===== config.mk =====
export PLATFORM = sky130hd
export DESIGN_NAME = seg_display_capture
export DESIGN_NICKNAME = d
export VERILOG_FILES = /design/src/rtl/seg_capture_pkg.sv /design/src/rtl/seg7_pattern_decode.sv /design/src/rtl/seg_display_capture.sv
export SDC_FILE = /design/constraint.sdc
export NUM_CORES = 1
export LEC_CHECK = 0
export CAP_MARGIN = 20
export CORE_UTILIZATION = 52
export DETAILED_ROUTE_END_ITERATION = 10
export PLACE_DENSITY = 0.82
export SETUP_SLACK_MARGIN = 0.02
export SKIP_CTS_REPAIR_TIMING = 1
export SLEW_MARGIN = 20
export SYNTH_ARGS = -nofsm -noshare
export SYNTH_HDL_FRONTEND = slang
export SYNTH_SLANG_ARGS = --single-unit
export TNS_END_PERCENT = 100

===== constraint.sdc =====
create_clock -name clk -period 2.22 [get_ports clk]
set_clock_uncertainty 0.15 [all_clocks]
set_input_delay 0.444 -clock clk [delete_from_list [all_inputs] [get_ports clk]]
set_output_delay 0.444 -clock clk [all_outputs]
set_load 0.03 [all_outputs]

===== src/rtl/seg_capture_pkg.sv =====
// seg_capture_pkg
//   Shared constants for the 7-segment display capture block:
//   - SEG_0..SEG_F, SEG_BLANK : active-high segment patterns, bit0=a .. bit6=g
//   - NUM_DIGITS              : number of multiplexed digit positions
//   - frame_state_e           : frame assembly FSM states
package seg_capture_pkg;

    localparam int unsigned NUM_DIGITS = 4;

    localparam logic [6:0] SEG_0     = 7'h3F;
    localparam logic [6:0] SEG_1     = 7'h06;
    localparam logic [6:0] SEG_2     = 7'h5B;
    localparam logic [6:0] SEG_3     = 7'h4F;
    localparam logic [6:0] SEG_4     = 7'h66;
    localparam logic [6:0] SEG_5     = 7'h6D;
    localparam logic [6:0] SEG_6     = 7'h7D;
    localparam logic [6:0] SEG_7     = 7'h07;
    localparam logic [6:0] SEG_8     = 7'h7F;
    localparam logic [6:0] SEG_9     = 7'h6F;
    localparam logic [6:0] SEG_A     = 7'h77;
    localparam logic [6:0] SEG_B     = 7'h7C;
    localparam logic [6:0] SEG_C     = 7'h39;
    localparam logic [6:0] SEG_D     = 7'h5E;
    localparam logic [6:0] SEG_E     = 7'h79;
    localparam logic [6:0] SEG_F     = 7'h71;
    localparam logic [6:0] SEG_BLANK = 7'h00;

    typedef enum logic {
        COLLECT = 1'b0,
        PUBLISH = 1'b1
    } frame_state_e;

endpackage


===== src/rtl/seg7_pattern_decode.sv =====
// seg7_pattern_decode
//   Combinational reverse decoder for a 7-segment pattern.
//   Ports:
//     pattern_i  [6:0]  active-high segments, bit0=a .. bit6=g
//     value_o    [3:0]  hex value when is_valid_o=1, else 0
//     is_blank_o        all segments off
//     is_valid_o        pattern is one of the 16 hex glyphs
module seg7_pattern_decode
    import seg_capture_pkg::*;
(
    input  logic [6:0] pattern_i,
    output logic [3:0] value_o,
    output logic       is_blank_o,
    output logic       is_valid_o
);

    always_comb begin
        value_o    = '0;
        is_blank_o = 1'b0;
        is_valid_o = 1'b1;
        case (pattern_i)
            SEG_0:     value_o = 4'h0;
            SEG_1:     value_o = 4'h1;
            SEG_2:     value_o = 4'h2;
            SEG_3:     value_o = 4'h3;
            SEG_4:     value_o = 4'h4;
            SEG_5:     value_o = 4'h5;
            SEG_6:     value_o = 4'h6;
            SEG_7:     value_o = 4'h7;
            SEG_8:     value_o = 4'h8;
            SEG_9:     value_o = 4'h9;
            SEG_A:     value_o = 4'hA;
            SEG_B:     value_o = 4'hB;
            SEG_C:     value_o = 4'hC;
            SEG_D:     value_o = 4'hD;
            SEG_E:     value_o = 4'hE;
            SEG_F:     value_o = 4'hF;
            SEG_BLANK: begin
                is_blank_o = 1'b1;
                is_valid_o = 1'b0;
            end
            default:   is_valid_o = 1'b0;
        endcase
    end

endmodule


===== src/rtl/seg_display_capture.sv =====
// seg_display_capture
//   Receive side of a multiplexed 4-digit 7-segment display. Synchronises
//   the anode/segment lines, waits for each digit slot to settle, decodes
//   the glyph and publishes a coherent 4-digit frame once all positions
//   have been captured.
//   Ports:
//     clk          system clock
//     rst          synchronous active-low reset
//     led_seg[6:0] segment lines (bit0=a .. bit6=g)
//     AN[3:0]      anode lines, AN[i] selects digit i (0 = rightmost)
//     digits[15:0] captured frame, digits[4i+3:4i] = digit i
//     digit_blank  bit i set when digit i was blank in the frame
//     frame_valid  one-cycle pulse when digits/digit_blank update
//     bad_pattern  sticky flag for an unrecognised lit pattern
//     stale        no frame completed within TIMEOUT_CYCLES
//     err_count    (SEG_CAPTURE_ERR_COUNT_EN only) saturating count of
//                  unrecognised-pattern samples
module seg_display_capture
    import seg_capture_pkg::*;
#(
    parameter int unsigned SETTLE_CYCLES  = 4,
    parameter int unsigned TIMEOUT_CYCLES = 1024,
    parameter bit          AN_ACTIVE_LOW  = 1'b1,
    parameter bit          SEG_ACTIVE_LOW = 1'b1
) (
    input  logic                    clk,
    input  logic                    rst,
    input  logic [6:0]              led_seg,
    input  logic [NUM_DIGITS-1:0]   AN,
    output logic [4*NUM_DIGITS-1:0] digits,
    output logic [NUM_DIGITS-1:0]   digit_blank,
    output logic                    frame_valid,
    output logic                    bad_pattern,
    output logic                    stale
`ifdef SEG_CAPTURE_ERR_COUNT_EN
    ,
    output logic [7:0]              err_count
`endif
);

    localparam logic [7:0]  SETTLE_MAX = 8'(SETTLE_CYCLES);
    localparam logic [7:0]  STROBE_AT  = 8'(SETTLE_CYCLES - 2);
    localparam logic [15:0] TO_LAST    = 16'(TIMEOUT_CYCLES - 1);

    logic [NUM_DIGITS-1:0]   an_s1_q, an_s2_q;
    logic [6:0]              seg_s1_q, seg_s2_q;
    logic [NUM_DIGITS+6:0]   prev_q;
    logic [7:0]              stab_q, stab_d;
    logic [4*NUM_DIGITS-1:0] shadow_q;
    logic [NUM_DIGITS-1:0]   blank_sh_q;
    logic [NUM_DIGITS-1:0]   seen_q, seen_d;
    logic [15:0]             to_q;
    frame_state_e            state_q;
    logic [4*NUM_DIGITS-1:0] digits_q;
    logic [NUM_DIGITS-1:0]   digit_blank_q;
    logic                    frame_valid_q, bad_q, stale_q;

    logic [NUM_DIGITS-1:0]   an_act;
    logic [6:0]              seg_act;
    logic                    changed, strobe, one_hot;
    logic [1:0]              idx;
    logic [3:0]              dec_val;
    logic                    dec_blank, dec_valid;
    logic                    accept, bad_sample, publish_go;

    // Polarity is normalised after the synchroniser so 1 = active inside.
    assign an_act  = AN_ACTIVE_LOW  ? ~an_s2_q  : an_s2_q;
    assign seg_act = SEG_ACTIVE_LOW ? ~seg_s2_q : seg_s2_q;

    seg7_pattern_decode u_decode (
        .pattern_i  (seg_act),
        .value_o    (dec_val),
        .is_blank_o (dec_blank),
        .is_valid_o (dec_valid)
    );

    always_comb begin
        changed = ({an_s2_q, seg_s2_q} != prev_q);
        stab_d  = stab_q;
        if (changed) begin
            stab_d = '0;
        end else if (stab_q != SETTLE_MAX) begin
            stab_d = stab_q + 8'd1;
        end
        // Single strobe per stable window: the cycle the count moves to SETTLE-1.
        strobe = !changed && (stab_q == STROBE_AT);
    end

    always_comb begin
        one_hot = 1'b1;
        idx     = 2'd0;
        case (an_act)
            4'b0001: idx = 2'd0;
            4'b0010: idx = 2'd1;
            4'b0100: idx = 2'd2;
            4'b1000: idx = 2'd3;
            default: one_hot = 1'b0;
        endcase
    end

    assign accept     = strobe && one_hot && (dec_valid || dec_blank);
    assign bad_sample = strobe && one_hot && !dec_valid && !dec_blank;
    assign publish_go = (state_q == COLLECT) && (seen_q == '1);

    // A sample landing on the publish edge is merged after the clear.
    always_comb begin
        seen_d = publish_go ? '0 : seen_q;
        if (accept) begin
            seen_d[idx] = 1'b1;
        end
    end

    always_ff @(posedge clk) begin
        if (!rst) begin
            an_s1_q       <= '0;
            an_s2_q       <= '0;
            seg_s1_q      <= '0;
            seg_s2_q      <= '0;
            prev_q        <= '0;
            stab_q        <= '0;
            shadow_q      <= '0;
            blank_sh_q    <= '0;
            seen_q        <= '0;
            to_q          <= '0;
            state_q       <= COLLECT;
            digits_q      <= '0;
            digit_blank_q <= '0;
            frame_valid_q <= 1'b0;
            bad_q         <= 1'b0;
            stale_q       <= 1'b0;
        end else begin
            an_s1_q  <= AN;
            an_s2_q  <= an_s1_q;
            seg_s1_q <= led_seg;
            seg_s2_q <= seg_s1_q;
            prev_q   <= {an_s2_q, seg_s2_q};
            stab_q   <= stab_d;
            seen_q   <= seen_d;

            if (accept) begin
                shadow_q[{idx, 2'b00} +: 4] <= dec_blank ? 4'h0 : dec_val;
                blank_sh_q[idx]             <= dec_blank;
            end

            if (bad_sample) begin
                bad_q <= 1'b1;
            end

            case (state_q)
                COLLECT: begin
                    if (publish_go) begin
                        state_q       <= PUBLISH;
                        digits_q      <= shadow_q;
                        digit_blank_q <= blank_sh_q;
                        frame_valid_q <= 1'b1;
                        to_q          <= '0;
                        stale_q       <= 1'b0;
                    end else begin
                        frame_valid_q <= 1'b0;
                        if (to_q == TO_LAST) begin
                            stale_q <= 1'b1;
                        end else begin
                            to_q <= to_q + 16'd1;
                        end
                    end
                end
                PUBLISH: begin
                    state_q       <= COLLECT;
                    frame_valid_q <= 1'b0;
                end
                default: state_q <= COLLECT;
            endcase
        end
    end

`ifdef SEG_CAPTURE_ERR_COUNT_EN
    logic [7:0] err_q;

    always_ff @(posedge clk) begin
        if (!rst) begin
            err_q <= '0;
        end else if (bad_sample && (err_q != 8'hFF)) begin
            err_q <= err_q + 8'd1;
        end
    end

    assign err_count = err_q;
`endif

    assign digits      = digits_q;
    assign digit_blank = digit_blank_q;
    assign frame_valid = frame_valid_q;
    assign bad_pattern = bad_q;
    assign stale       = stale_q;

endmodule


=== Yosys cells after proc, flatten, opt, wreduce, memory -nomap -nowiden ===
Cells that the tools add are included.

* Output and inout port bits: 23
* Logic and storage cells: 90
* Register bits after elaboration: 104
* Input port bits: 13

* Shifts and indexed selects: 2
* Equality and inequality tests: 26
* Add/subtract/negate cells: 3
* Reductions and logical operators: 19
* Order comparisons: 2
* Bitwise gates (word level): 5
* Multiplexer cells: 18

{| class="wikitable"
|+ Operators with widths
! operator !! count
|-
| $eq A7 B7 Y1 const B || 12
|-
| $pmux W4 S15 || 1
|-
| $mux W16 || 2
|-
| $add A16 B1 Y16 const B || 1
|-
| $bwmux W16 || 1
|-
| $eq A16 B10 Y1 const B || 1
|-
| $reduce_or A16 Y1 || 1
|-
| $shift A4 B6 Y16 const A || 1
|-
| $shiftx A4 B6 Y16 || 1
|-
| $eq A7 B3 Y1 const B || 2
|-
| $eq A7 B6 Y1 const B || 2
|-
| $mux W4 || 3
|-
| $ne A11 B11 Y1 || 1
|-
| $add A8 B1 Y8 const B || 1
|-
| $eq A4 B4 Y1 const B || 2
|-
| $eq A8 B2 Y1 const B || 1
|-
| $ne A8 B3 Y1 const B || 1
|-
| $logic_and A1 B1 Y1 || 7
|-
| $logic_not A7 Y1 || 1
|-
| $mux W1 || 7
|-
| $not A7 Y7 || 1
|-
| $neg A4 Y6 || 1
|-
| $pmux W2 S3 || 1
|-
| $reduce_and A2 Y1 || 3
|-
| other kinds (17) || 20
|}

=== Longest topological paths before layout ===
* Depth in word-level cells: 9
* Gate-level depth with buffers: 8
* Depth with buffers taken out: 7

=== Modules after synthesis ===
A second synthesis with hierarchy kept.

* Cell total of the unflattened synthesis: 501
* Area total of the unflattened synthesis: 4,523.1 sq um

{| class="wikitable"
|+ Modules (own cells, without submodules)
! module !! cells an instance !! seq. area each (sq um) !! times used !! area each (sq um)
|-
| seg_display_capture || 453 || 2,082.0 || 1 || 4,224.1
|-
| seg7_pattern_decode || 48 || 0.0 || 1 || 299.0
|}

=== Worst setup path before layout ===
No wires, ideal clock.

* Kind: flip-flop to flip-flop
* Start point: register seg_s2_q[3]
* End point: register shadow_q[10]
* Library setup time: 0.125 ns
* Path buffers: 2
* Clock period less this slack: 2.183 ns
* Path slack: 0.037 ns
* Data arrival time: 1.907 ns
* Required time: 1.945 ns
* Cell stages (with the launch flop): 9
* Cells stage by stage: dfxtp_1 > clkbuf_1 > xnor2_1 > nand4_1 > nor3_2 > and3_1 > buf_2 > nand3_1 > mux2i_1

* Word-level cells in the longest chain between the ends: 6
* Elaborated cells between the ends (all ways): 31
* Classes of those cells: eq/ne: 17; shift: 1; mux: 5; bitwise: 1; reduce/logical: 7

{| class="wikitable"
|+ Ends and longest elaborated chain
! item !! line !! RTL
|-
| from (decl) || seg_display_capture.sv:46 || <nowiki>logic [6:0] seg_s1_q, seg_s2_q;</nowiki>
|-
| from (signal assigned) || seg_display_capture.sv:135 || <nowiki>seg_s2_q <= seg_s1_q;</nowiki>
|-
| $not A7 Y7 || seg_display_capture.sv:68 || <nowiki>assign seg_act = SEG_ACTIVE_LOW ? ~seg_s2_q : seg_s2_q;</nowiki>
|-
| $eq A7 B7 Y1, or another cell as far along || seg7_pattern_decode.sv:21 || <nowiki>case (pattern_i)</nowiki>
|-
| $pmux W4 S15, or another cell as far along || seg7_pattern_decode.sv:21 ||
|-
| $mux W4 or $mux W1 (tied branches) || seg_display_capture.sv:141, seg7_pattern_decode.sv:21 ||
|-
| $shiftx A4 B6 Y16 or $logic_or A1 B1 Y1 (tied branches) || seg_display_capture.sv:141, seg_display_capture.sv:101 ||
|-
| $bwmux W16 or $logic_and A1 B1 Y1 (tied branches) || seg_display_capture.sv:141, seg_display_capture.sv:101 ||
|-
| to (signal, indexed assignment) || seg_display_capture.sv:141 || <nowiki>shadow_q[{idx, 2'b00} +: 4] <= dec_blank ? 4'h0 : dec_val;</nowiki>
|-
| to (decl) || seg_display_capture.sv:49 || <nowiki>logic [4*NUM_DIGITS-1:0] shadow_q;</nowiki>
|}

Several ways; a longest one is shown, not always the timed one.
A chain may end at the register's enable or synchronous reset.

=== Final worst setup path ===
* Start point: register seg_s2_q[4]
* End point: register shadow_q[1]

The elaborated chain is that of the path after synthesis.

==> reports/qor.txt <==
Crit path kind = reg2reg
Post-synth top flop = dfxtp_1
Layout Cells excl Fill = 657
Clock Tree Root = clkbuf_8
Crit share post-route = 99.9%
Seq/Total Area, Yosys = 46.4%
Routed Antenna Nets = 0
Core Area = 8300 um2
Worst path slowest cell = or4_4
Detailed-placement wirelength estimate = 6050 um
Leakage = 2.11 nW
Critical Path AT = 2.36 ns
Mapped Nets = 521
Largest net degree at the start of global routing = 45
# port buffers = 35
Clk buf depth = 2
Worst reg2reg path startpoint = seg_s2_q[4]$_SDFF_PN0_
RSZ-0062 raised after global routing = true
CP startpoint = seg_s2_q[4]$_SDFF_PN0_
# H-tree levels = 3
Iteration-0 DRC Markers = 182
Top cell type's share of synthesized area = 46.4%
Status = finished, final reports clean
Drt via density = 5.47
Vias = 3592
Antenna violations before repair = 0
Sum Neg Setup Slack = 0 ns
CP Capture Type = register
Avg Inst Size Synth = 9.03 um2
Clock-pin slew on the worst setup and hold paths = 0.10 ns
Gr usage total = 20.0%
Most common cell in the netlist = dfxtp_1
EDFF count, synth = 0
Max incr delay on CP = 0.56 ns
Worst Tran Pin Value = 0.515 ns
Synthesized area = 4490 um2
Layout cells sized above 1 = 13.6%
Max Cap Viol = 0
CTS tree = built
Worst path bufs/invs = 1
First-pass iteration count of the detailed router = 5
Vias in the first global route = 3223
Leading area contributor after synthesis = dfxtp_1
Chip Height = 94.9 um
Fillers = 642
Nets = 571
Yosys warning total = 0
Critical Path Source Type = register
CP Max Fanout = 7
Hold Path Origin = seg_s1_q[1]$_SDFF_PN0_
Period minus WS final = 2.22 ns
Synthesized flop and latch total = 104
Largest cells by area after synthesis = dfxtp_1 (46%), nand2_1 (7.4%), and2_1 (4.9%)
Syn Inst Count = 497
Worst hold slack = 0.290 ns
Top achievable clock speed = 0.451 GHz
Pwr per Cell Area = 637 nW/um2
Worst min-delay path class = reg2reg
Die W = 94.9 um
DR WL/cell = 13.5 um
Final Max Tran Viols = 0
Clk Latency, worst-skew pair = 0.37 ns
Initial cell density of the core = 54.1%
# diodes = 0
Final Setup Violations = 0
IO Count = 36
CP top delay family = simple AND/OR/NAND/NOR gates
Crit path required time = 2.36 ns
Sink Count = 104
Final GP Congestion = 0.824
Drt drc = 0
Synth cell types = 55
Row cnt = 33
Post-synth top cells = dfxtp_1 (104), nand2_1 (88), nor2_1 (36), and2_1 (35), clkbuf_1 (21)
Peak VDD IR = 431 uV
Cell count after placement = 638
Detailed Route WL = 8850 um
Final hold vios = 0
Post-synth ARST share = 0%
Gr ovfl total = 0
Die Footprint = 9000 um2
CP cell instances = or4_4 > o32a_1 > o31a_1 > nand4_4 > buf_4 > nand3_4 > mux2i_1
Slew margin rel. = 65.7%
Num CTS Buffers = 9
First-pass GRT wire length = 14200 um
Area Overhead vs Synth = 21.1%
## metal layers
layer	track usage (%)	vias to the layer above	share of wire, %
li1	-	1776	-
met1	24.8	1681	44
met2	33.8	113	48
met3	5.15	22	5.7
met4	6.57	0	1.5
met5	0	-	0
## cells in the final DEF (no fill, tap or decap), types with 4 or more instances in the layout
cell type	count
nand3_1	17
nand2b_1	4
clkbuf_8	9
nor2_1	36
dfxtp_1	98
a21boi_0	20
dfxtp_2	6
buf_4	28
or3_1	4
mux2i_1	18
ha_1	11
xnor2_1	17
nor3_1	5
clkdlybuf4s50_1	33
a21oi_1	6
and2_1	35
xor2_1	20
nand2_1	88
inv_1	10
nor2b_1	5
and3_1	8
nand4_1	7
## power breakdown
part,internal [W],switching [W],leakage (nW)
clock network,0.000648,0.000650,0.112
registers,0.00189,0.0000267,0.846
logic,0.000116,0.000124,1.15
total,0.00266,0.000800,2.11
## state kept, by name (all words and copies together) (netlist names), 4 cells and up
name / cells
blank_sh_q: 4
seen_q: 4
prev_q: 11
stab_q: 8
to_q: 16
shadow_q: 16
seg_s1_q: 7
an_s1_q: 4
digit_blank: 4
seg_s2_q: 7
digits: 16
an_s2_q: 4
## worst paths after layout
| check | end | slack [ns] | cells past startpoint |
|---|---|---|---|
| worst min-delay path | seg_s2_q[1]$_SDFF_PN0_ | 0.29 | 1 |
| worst max register to register | shadow_q[1]$_SDFFE_PN0P_ | 0.002 | 7 |
| worst min register to register | seg_s2_q[1]$_SDFF_PN0_ | 0.29 | 1 |
| worst max-delay path | shadow_q[1]$_SDFFE_PN0P_ | 0.002 | 7 |
## logic make-up after synthesis
family / synth area share (%)
adder cells (fa/ha/maj): 3.07
buffers and inverters: 3.18
AND/OR/NAND/NOR: 26.3
multiplexers: 4.02
flip-flops: 46.4
AO/OA/AOI/OAI: 9.84
XOR/XNOR: 7.22
## through the flow
stage               total power (W)  cell area, um2  worst slack [ns]  utilization, %
global placement            0.00217            5050            0.0437            60.9
floorplan                   0.00210            4490            0.0371               -
finish                      0.00346            5430           0.00209            65.4
global route                0.00358            5430           -0.0713            65.4
CTS                         0.00346            5280            -0.130            63.7
detailed placement          0.00218            5050            -0.104            60.9
## worst register-to-register path, cell delays in order (launching register included)
cell and delay (ns):
dfxtp_1 0.33, or4_4 0.56, o32a_1 0.33, o31a_1 0.15
nand4_4 0.17, buf_4 0.15, nand3_4 0.11, mux2i_1 0.20
## layout make-up
class	count	area [um2]	share of cell area (%)
multi-input combinational	358	2370	43.7
sequential	104	2090	38.5
timing repair buffer	64	569	10.5
tap	105	131	2.42
clock buffer	9	124	2.28
clock inverter	7	105	1.94
inverter	10	37.5	0.691
Note: power is estimated with default switching activity, not from simulation.
